## src/rtl/debounce_botoes_pkg.sv

```systemverilog
// Shared constants and helpers for the alarm push-button conditioning stage.
// Channel count and the debounce counter width rule live here.
package debounce_botoes_pkg;

   localparam int NUM_BTN = 3;

   // Wide enough to hold DEBOUNCE_CYCLES; the counter is cleared before it could wrap.
   function automatic int cnt_width(input int debounce_cycles);
      return $clog2(debounce_cycles + 1);
   endfunction

endpackage

```

## src/rtl/debounce_canal.sv

```systemverilog
// One button channel: synchroniser chain, polarity fix, stability counter,
// debounced level and one-cycle press/release pulses.
module debounce_canal
   import debounce_botoes_pkg::*;
#(
   parameter int DEBOUNCE_CYCLES = 1_000_000,
   parameter int SYNC_STAGES     = 2,
   parameter int ACTIVE_LOW      = 1
) (
   input  logic clk,
   input  logic rst,
   input  logic raw_in,
   output logic level,
   output logic press_pulse,
   output logic release_pulse
);

   localparam int            CW       = cnt_width(DEBOUNCE_CYCLES);
   localparam logic          IDLE_PAD = (ACTIVE_LOW != 0);
   localparam logic [CW-1:0] TERMINAL = CW'(DEBOUNCE_CYCLES - 1);

   logic [SYNC_STAGES-1:0] sync_q;
   logic [CW-1:0]          cnt;
   logic                   s;

   // Chain resets to the idle pad value so reset release never looks like a press.
   always_ff @(posedge clk or posedge rst) begin
      if (rst) begin
         sync_q <= {SYNC_STAGES{IDLE_PAD}};
      end else begin
         sync_q <= {sync_q[SYNC_STAGES-2:0], raw_in};
      end
   end

   assign s = sync_q[SYNC_STAGES-1] ^ IDLE_PAD;

   always_ff @(posedge clk or posedge rst) begin
      if (rst) begin
         cnt           <= '0;
         level         <= 1'b0;
         press_pulse   <= 1'b0;
         release_pulse <= 1'b0;
      end else begin
         press_pulse   <= 1'b0;
         release_pulse <= 1'b0;
         if (s == level) begin
            cnt <= '0;
         end else if (cnt == TERMINAL) begin
            // Input held long enough: flip level and emit the matching pulse.
            level         <= s;
            cnt           <= '0;
            press_pulse   <= s;
            release_pulse <= ~s;
         end else begin
            cnt <= cnt + CW'(1);
         end
      end
   end

endmodule

```

## src/rtl/debounce_botoes.sv

```systemverilog
// Input conditioning for the three alarm buttons: one independent debounce
// channel per pad, outputs feed the majority alarm inputs A/B/C.
module debounce_botoes
   import debounce_botoes_pkg::*;
#(
   parameter int DEBOUNCE_CYCLES = 1_000_000,
   parameter int SYNC_STAGES     = 2,
   parameter int ACTIVE_LOW      = 1
) (
   input  logic       clk,
   input  logic       rst,
   input  logic [2:0] btn_raw,
   output logic [2:0] btn_level,
   output logic [2:0] btn_press,
   output logic [2:0] btn_release
);

   param_ok: assert property (@(posedge clk) (DEBOUNCE_CYCLES >= 1) && (SYNC_STAGES >= 2))
      else $error("debounce_botoes: DEBOUNCE_CYCLES must be >=1 and SYNC_STAGES >=2");

   for (genvar i = 0; i < NUM_BTN; i++) begin : g_canal
      debounce_canal #(
         .DEBOUNCE_CYCLES (DEBOUNCE_CYCLES),
         .SYNC_STAGES     (SYNC_STAGES),
         .ACTIVE_LOW      (ACTIVE_LOW)
      ) u_canal (
         .clk           (clk),
         .rst           (rst),
         .raw_in        (btn_raw[i]),
         .level         (btn_level[i]),
         .press_pulse   (btn_press[i]),
         .release_pulse (btn_release[i])
      );
   end

endmodule

```

## config.mk

```make
export PLATFORM = sky130hd
export DESIGN_NAME = debounce_botoes
export DESIGN_NICKNAME = d
export VERILOG_FILES = /design/src/rtl/debounce_botoes_pkg.sv /design/src/rtl/debounce_canal.sv /design/src/rtl/debounce_botoes.sv
export SDC_FILE = /design/constraint.sdc
export NUM_CORES = 1
export LEC_CHECK = 0
export BUFFER_PORTS_ARGS = -buffer_cell sky130_fd_sc_hd__clkbuf_2
export CAP_MARGIN = 20
export CORE_MARGIN = 1.5
export CORE_UTILIZATION = 40
export DETAILED_ROUTE_END_ITERATION = 8
export HOLD_SLACK_MARGIN = 0.02
export PLACE_DENSITY = 0.54
export SYNTH_ARGS = -nofsm -noshare
export SYNTH_HDL_FRONTEND = slang
export SYNTH_HIERARCHICAL = 1
export SYNTH_SLANG_ARGS = --single-unit
export TNS_END_PERCENT = 20
```

## constraint.sdc

```tcl
create_clock -name clk -period 2.05 [get_ports clk]
set_input_delay 0.41 -clock clk [delete_from_list [all_inputs] [get_ports clk]]
set_output_delay 0.41 -clock clk [all_outputs]
set_load 0.03 [all_outputs]
```

# Yosys cells after proc, flatten, opt, wreduce, memory -nomap -nowiden
# Cells that the tools add are included.
[word_totals] mem_bits_ro=0 ram_bits=0 output_inout_bits=9 memories=0 latchBits=0 regBits=75 inputBits=5
[op_classes] add_sub_neg=3 div=0 muxes=18 n_reduce_logical=3 n_lt_le_gt_ge=0 eq_ne=6 n_bitwise=6 n_mul=0 shifts=0
[ops] operator="2-to-1 mux 20 bit" count=6
[ops] operator="adder 20 x 1 -> 20 bit, second input constant" count=3
[ops] operator="== test 20 bit, second input constant" count=3
[ops] operator="2-to-1 mux 1 bit" count=12
[ops] operator="NOT 1 bit" count=6
[ops] operator="AND reduction 2 bit" count=3
[ops] operator="== test 1 bit" count=3

# Logic depth before layout (Yosys ltp)
# Gate-level depths: netlist (run 1).
[depth] depth_word=4 depth_mapped=5

# By module
# The synthesis (run 1) kept the hierarchy.
[modules_own_cells] module="debounce_canal" n_inst=3 seq_area_each_um2=628.1 cells_per_inst=114 area_each_um2=1204.9

# Least setup slack after synthesis (run 1)
# OpenSTA, ideal clock, no wires.
[synth_timing] path_kind="reg-to-reg" from="register g_canal[0].u_canal.cnt[10]" to="register g_canal[0].u_canal.cnt[10]" stages_incl_launch_ff=6 arrival_time_ns=1.482 synth_period_minus_slack_ns=1.601 required_ns=1.931 slack_ns=0.449 cell_sequence="dfrtp_1 -> nor4_1 -> nand4_1 -> o31ai_4 -> buf_6 -> nor2_1"
[synth_between] elab_chain_len=3 elab_cells_between_ends=4
[synth_rtl] item="start, declared" line="debounce_canal.sv:23" text="logic [CW-1:0] cnt;"
[synth_rtl] item="start signal, assigned" line="debounce_canal.sv:55" text="cnt <= cnt + CW'(1);"
[synth_rtl] item="adder 20 x 1 -> 20 bit / == test 20 bit (equally long branches)" line="debounce_canal.sv:55, debounce_canal.sv:48"
[synth_rtl] item="2-to-1 mux 20 bit (*)" line="debounce_canal.sv:48" text="end else if (cnt == TERMINAL) begin"
[synth_rtl] item="2-to-1 mux 20 bit (*)" line="debounce_canal.sv:46" text="if (s == level) begin"
# Mark *: on every way between the ends. The rest lies on a longest branch, timed or not.
# A chain may end at the register's enable or synchronous reset.

# Worst setup path in the final report (run 1)
[layout_timing] from="register g_canal[1].u_canal.cnt[0]" to="register g_canal[1].u_canal.cnt[18]"
[layout_between] elab_chain_len=3 elab_cells_between_ends=4
[layout_rtl] item="start, declared" line="debounce_canal.sv:23"
[layout_rtl] item="start signal, assigned" line="debounce_canal.sv:55"
[layout_rtl] item="adder 20 x 1 -> 20 bit / == test 20 bit (equally long branches)" line="debounce_canal.sv:55, debounce_canal.sv:48"
[layout_rtl] item="2-to-1 mux 20 bit (*)" line="debounce_canal.sv:48"
[layout_rtl] item="2-to-1 mux 20 bit (*)" line="debounce_canal.sv:46"
# Marks and branches as above.

==> out/results.ini, run 1 <==
[outcome]
outcome = complete, no violations

[clocking]
cts_tree = yes
cts_resized = 0
clk_latency_ns = 0.34
clock_sinks = 75
cts_buffers = 9
clk_pin_slew_worst_paths_ns = 0.08
cts_root_buf = clkbuf_8
cts_setup_buffers = 0
clockBufferDepth = 2
postCtsHoldBufs = 0
cts_max_level = 3

[placement]
routabilityCongestion = 0.796
port_buffers = 13
dp_hpwl_um = 4570
placed_area_sq_um = 3830

[worst_setup_path]
cp_data_required_time_ns = 2.27
cp-start-kind = flip-flop
rrSetupSlack_ns = 0.29
cp_data_arrival_time_ns = 1.98
critPathLaunch = g_canal[1].u_canal/cnt[0]
endpoint = g_canal[1].u_canal/cnt[18]
path_class = flip-flop to flip-flop
reg2reg_depth = 5
r2r-end = g_canal[1].u_canal/cnt[18]
critPathMaxFanout = 6
timing.rr.start = g_canal[1].u_canal/cnt[0]
end_kind = flip-flop

[layout]
area_growth_pct = 12.4
diodes = 0
drive_gt1_share_pct = 17.9
final_area_sq_um = 4060
fin_nets = 377

[synthesis]
syn-num-nets = 350
syn_area_per_cell_sq_um = 10.6
synth_warnings = 6
ys_seq_area_share_pct = 52.1
netlist_area_sq_um = 3610
synth.area.top_cells = dfrtp_1 48%, xnor2_1 5.8%, nor2_1 5.0%
synth_cell_types = 30
synth_top_area_cell = dfrtp_1
syn_inst = 342
ys_seq_elements = 75
synth_top_cell_area_share_pct = 47.8

[global_route]
globalRouteOverflowTotal = 0
grt_max_degree = 26
first_global_vias = 2520
grt_pass1_wl_um = 12000
antenna_found_initial = 0
grt.total_usage_pct = 15.4

[timing]
relSlewSlack_pct = 74.3
fmax_mhz = 568
max_slew.worst_pin.slew_ns = 0.383
fin_crit_sh_pct = 86.0
skew_ns = 0.0113
finalSetupTns_ns = 0
setup_violations = 0
slew_violations = 0
period_needed_ns = 1.76
rsz0062_at_grt = no
hold_viol = 0

[drt]
ant_nets = 0
vias_per_cell = 5.24
first_pass_iters = 4
wl_per_cell_um = 13.7
routed_wl_um = 6610
drcViolationCount = 0
vias = 2524
drtIter0Drc = 102

[die]
io_pins = 14
dieArea_sq_um = 9620
coreArea_sq_um = 8720
die_y_um = 98.1
num_rows = 34
die_w_um = 98.1
initial_core_util_pct = 41.4

[pwr]
cellPowerDensity_nw_per_um2 = 713
p_leak_nw = 1.68
ir_drop_mv = 0.343

[min_path]
holdCritPathClass = input pin to asynchronous set/reset pin

[job]
max_cap_viol_count = 0

cell families (layout without fill, tap and decap cells):
| family | Yosys count | in the layout | share of synthesized area (%) |
|---|---|---|---|
| DFF | 75 | 75 | 52.1 |
| muxes | 3 | 3 | 0.831 |
| adders and majority gates | 3 | 3 | 1.04 |
| AOI/OAI and AO/OA | 33 | 33 | 6.65 |
| buffers and inverters | 15 | 47 | 2.28 |
| and+or+nand+nor | 171 | 171 | 26.9 |
| xor gates and xnor gates | 42 | 42 | 10.2 |
worst max-delay path, cell delays in order (launching register included):
cell and delay [ns]:
dfrtp_1 0.39, ha_1 0.26, nand4_1 0.27, nor4_2 0.46, a31o_2 0.21, a21oi_1 0.05
cells in the mapped netlist:
cell / instances
xor2_1: 18
and4_1: 9
buf_2: 3
a21oi_1: 15
dfstp_2: 6
mux2i_1: 3
or4_1: 6
inv_1: 9
nor3_1: 9
nand4_1: 21
o31ai_4: 3
nor4_1: 6
a31o_2: 3
xnor2_1: 24
nand4b_1: 3
and3_1: 9
or3_2: 6
dfrtp_1: 69
nor4_2: 3
nand2_1: 24
o21ai_0: 6
and3_2: 3
nor4b_2: 3
ha_1: 3
and3b_1: 3
o31ai_1: 6
buf_6: 3
nor2_1: 48
nand3_2: 3
nand3_1: 15
flip-flops by register name, indices dropped and copies added (netlist names):
signal,flops
g_canal.u_canal/cnt,60
g_canal.u_canal/sync_q,6
g_canal.u_canal/level,3
g_canal.u_canal/press_pulse,3
g_canal.u_canal/release_pulse,3
per-stage QoR:
stage | setup slack, ns | power [mW] | std cells | hold slack, ns | utilization, %
final | 0.288 | 2.89 | 482 | 0.134 | 46.6
after global routing | 0.104 | 3.04 | 482 | 0.114 | 46.6
after CTS | 0.274 | 2.95 | 482 | 0.124 | 46.6
after detailed placement | 0.304 | 1.65 | 466 | 0.347 | 44.0
after global placement | 0.335 | 1.65 | 466 | 0.345 | 44.0
after floorplan | 0.449 | 1.62 | 342 | 0.345 | -
where the power goes:
part           switching, mW  internal, mW
Combinational         0.0629        0.0337
Sequential            0.0191          1.50
Clock                  0.524         0.751
how the worst min path moves through the flow:
stage | from | end | slack [ns] | cells after the start
after floorplan | g_canal[0].u_canal/sync_q[0] | g_canal[0].u_canal/sync_q[1] | 0.35 | 0
after global placement | g_canal[2].u_canal/sync_q[0] | g_canal[2].u_canal/sync_q[1] | 0.35 | 0
after detailed placement | g_canal[2].u_canal/sync_q[0] | g_canal[2].u_canal/sync_q[1] | 0.35 | 0
after CTS | btn_raw[1] | g_canal[1].u_canal/sync_q[0] | 0.12 | 1
after global routing | btn_raw[1] | g_canal[1].u_canal/sync_q[0] | 0.11 | 1
final | rst | g_canal[0].u_canal/cnt[17] | 0.13 | 3
metal layers:
layer	vias up	part of all wire, %	track usage (%)
li1	1282	-	-
met1	1203	50	21.4
met2	32	46	23.6
met3	7	3.0	3.15
met4	0	1.4	6.59
met5	-	0	0
final cells by class:
type | instances | area (sq um)
repair buffers | 22 | 133
clock inverters | 4 | 72.6
clock buffers | 12 | 155
multi-input cells | 252 | 1650
fillers | 828 | 4660
well taps | 108 | 135
flip-flops and latches | 75 | 1880
inverters | 9 | 33.8
cells in the final DEF, fill, tap and decap left out, types with 2 or more instances in the layout:
master	instances
nor4b_2	3
clkbuf_2	13
nand4b_1	3
nor3_1	9
buf_4	9
and3_2	3
a31o_2	3
dfrtp_1	69
ha_1	3
and3_1	9
nand2_1	24
nand4_1	21
dfstp_2	6
and4_1	9
or3_2	6
inv_1	9
clkbuf_8	11
xor2_1	18
o31ai_1	6
nor2_1	48
mux2i_1	3
nand3_1	15
nor4_1	6
and3b_1	3
a21oi_1	15
xnor2_1	24
nand3_2	3
o21ai_0	6
o31ai_4	3
or4_1	6
nor4_2	3
bufinv_16	2
(Power assumes the default switching activity.)
==> inputs of run 2 (changes only) <==
--- a/config.mk
+++ b/config.mk
@@ -12,6 +12,7 @@
 export DETAILED_ROUTE_END_ITERATION = 8
 export HOLD_SLACK_MARGIN = 0.02
 export PLACE_DENSITY = 0.54
+export RECOVER_POWER = 100
 export SYNTH_ARGS = -nofsm -noshare
 export SYNTH_HDL_FRONTEND = slang
 export SYNTH_HIERARCHICAL = 1
==> out/results.ini, run 2 (synthesis results as in run 1) <==
[worst_setup_path]
cp_data_arrival_time_ns = 1.99
critPathMaxFanout = 7
critPathLaunch = g_canal[0].u_canal/cnt[10]
rrSetupSlack_ns = 0.28
timing.rr.start = g_canal[0].u_canal/cnt[10]
cp_data_required_time_ns = 2.27
path_class = flip-flop to flip-flop
end_kind = flip-flop
reg2reg_depth = 5
r2r-end = g_canal[0].u_canal/cnt[9]
cp-start-kind = flip-flop
endpoint = g_canal[0].u_canal/cnt[9]

[pwr]
internal_power_mw = 2.28
cellPowerDensity_nw_per_um2 = 722
p_sw_uw = 605
p_leak_nw = 1.62
combPwrFrac_pct = 3.0
switching_share_pct = 21.0
ir_drop_mv = 0.341
seq_power_share_pct = 52.8
p_clk_share_pct = 44.2

[die]
num_rows = 34
die_w_um = 98.1
io_pins = 14
die_y_um = 98.1
initial_core_util_pct = 41.4
dieArea_sq_um = 9620
coreArea_sq_um = 8720

[layout]
fin_util_pct = 45.8
layout_common_cells = 69 x dfrtp_1, 48 x nor2_1, 24 x nand2_1, 24 x xnor2_1, 21 x nand4_1
fin_nets = 377
area_growth_pct = 10.5
final_common_cell = dfrtp_1
drive_gt1_share_pct = 13.4
nFillCells = 840
top_register = g_canal.u_canal/cnt
largest_reg_flops = 60
diodes = 0
top_regs = g_canal.u_canal/cnt x60, g_canal.u_canal/sync_q x6

[clocking]
cts_tree = yes
cts_buffers = 9
cts_resized = 0
cts_max_level = 3
clockBufferDepth = 2
clock_sinks = 75
postCtsHoldBufs = 0
clk_latency_ns = 0.34
cts_setup_buffers = 0
clk_pin_slew_worst_paths_ns = 0.08
cts_root_buf = clkbuf_8

[timing]
fin_crit_sh_pct = 86.3
slew_violations = 0
setup_violations = 0
period_needed_ns = 1.77
skew_ns = 0.0116
finalSetupTns_ns = 0
relSlewSlack_pct = 13.0
rsz0062_at_grt = no
hold_viol = 0
max_slew.worst_pin.slew_ns = 1.31
fmax_mhz = 565

[min_path]
holdCritPathClass = input pin to flip-flop
worstHoldStart = btn_raw[1]

[global_route]
grt.total_usage_pct = 15.4
globalRouteOverflowTotal = 0
first_global_vias = 2520
grt_pass1_wl_um = 12000
antenna_found_initial = 0
grt_max_degree = 26

[drt]
drtIter0Drc = 109
drcViolationCount = 0
routed_wl_um = 6630
vias = 2542
first_pass_iters = 4
wl_per_cell_um = 13.7
ant_nets = 0
vias_per_cell = 5.27

[placement]
port_buffers = 13
dp_hpwl_um = 4570
routabilityCongestion = 0.796

[outcome]
outcome = complete, no violations

[job]
max_cap_viol_count = 0

-- run 2: critical path, cell delays in order (launching register included) --
cell,delay (ns)
dfrtp_1,0.43
nor4_1,0.38
nand4_1,0.14
o31ai_1,0.29
clkbuf_1,0.32
nor2_1,0.09
-- run 2: power by group through the flow --
stage	sequential, mW	clock (mW)	combinational (mW)
finish	1.52	1.28	0.0870
global route	1.53	1.40	0.104
CTS	1.52	1.33	0.100
detailed placement	1.55	0	0.0989
global placement	1.55	0	0.100
floorplan	1.55	0	0.0690
-- run 2: layer usage --
layer  GRT usage, %  part of all wire, %  vias to the layer above
met2           23.6                   46                       37
met4           6.59                  1.4                        0
met1           21.4                   50                     1209
met3           3.15                  2.8                        7
met5              0                    0                        -
li1               -                    -                     1289
-- run 2: metrics by stage --
step,std cells,setup WS (ns),cell area [sq um],hold WS [ns],power [mW]
floorplan,342,0.449,3610,0.345,1.62
finish,482,0.280,4000,0.144,2.89
global placement,466,0.335,3830,0.345,1.65
global route,482,0.0895,4000,0.114,3.03
CTS,482,0.274,4060,0.124,2.95
detailed placement,466,0.304,3830,0.347,1.65
-- run 2: worst min path at each step --
| stage | slack, ns | depth (start not counted) | to |
|---|---|---|---|
| after global placement | 0.35 | 0 | g_canal[2].u_canal/sync_q[1] |
| final | 0.14 | 1 | g_canal[1].u_canal/sync_q[0] |
| after global routing | 0.11 | 1 | g_canal[1].u_canal/sync_q[0] |
| after detailed placement | 0.35 | 0 | g_canal[2].u_canal/sync_q[1] |
| after CTS | 0.12 | 1 | g_canal[1].u_canal/sync_q[0] |
| after floorplan | 0.35 | 0 | g_canal[0].u_canal/sync_q[1] |
-- run 2: area by class of cell --
class,count,area (sq um),area share (%)
well taps,108,135,3.38
multi-input cells,252,1620,40.6
inverters,9,33.8,0.846
clock buffers,12,155,3.88
repair buffers,22,93.8,2.35
clock inverters,4,72.6,1.82
flip-flops and latches,75,1880,47.2
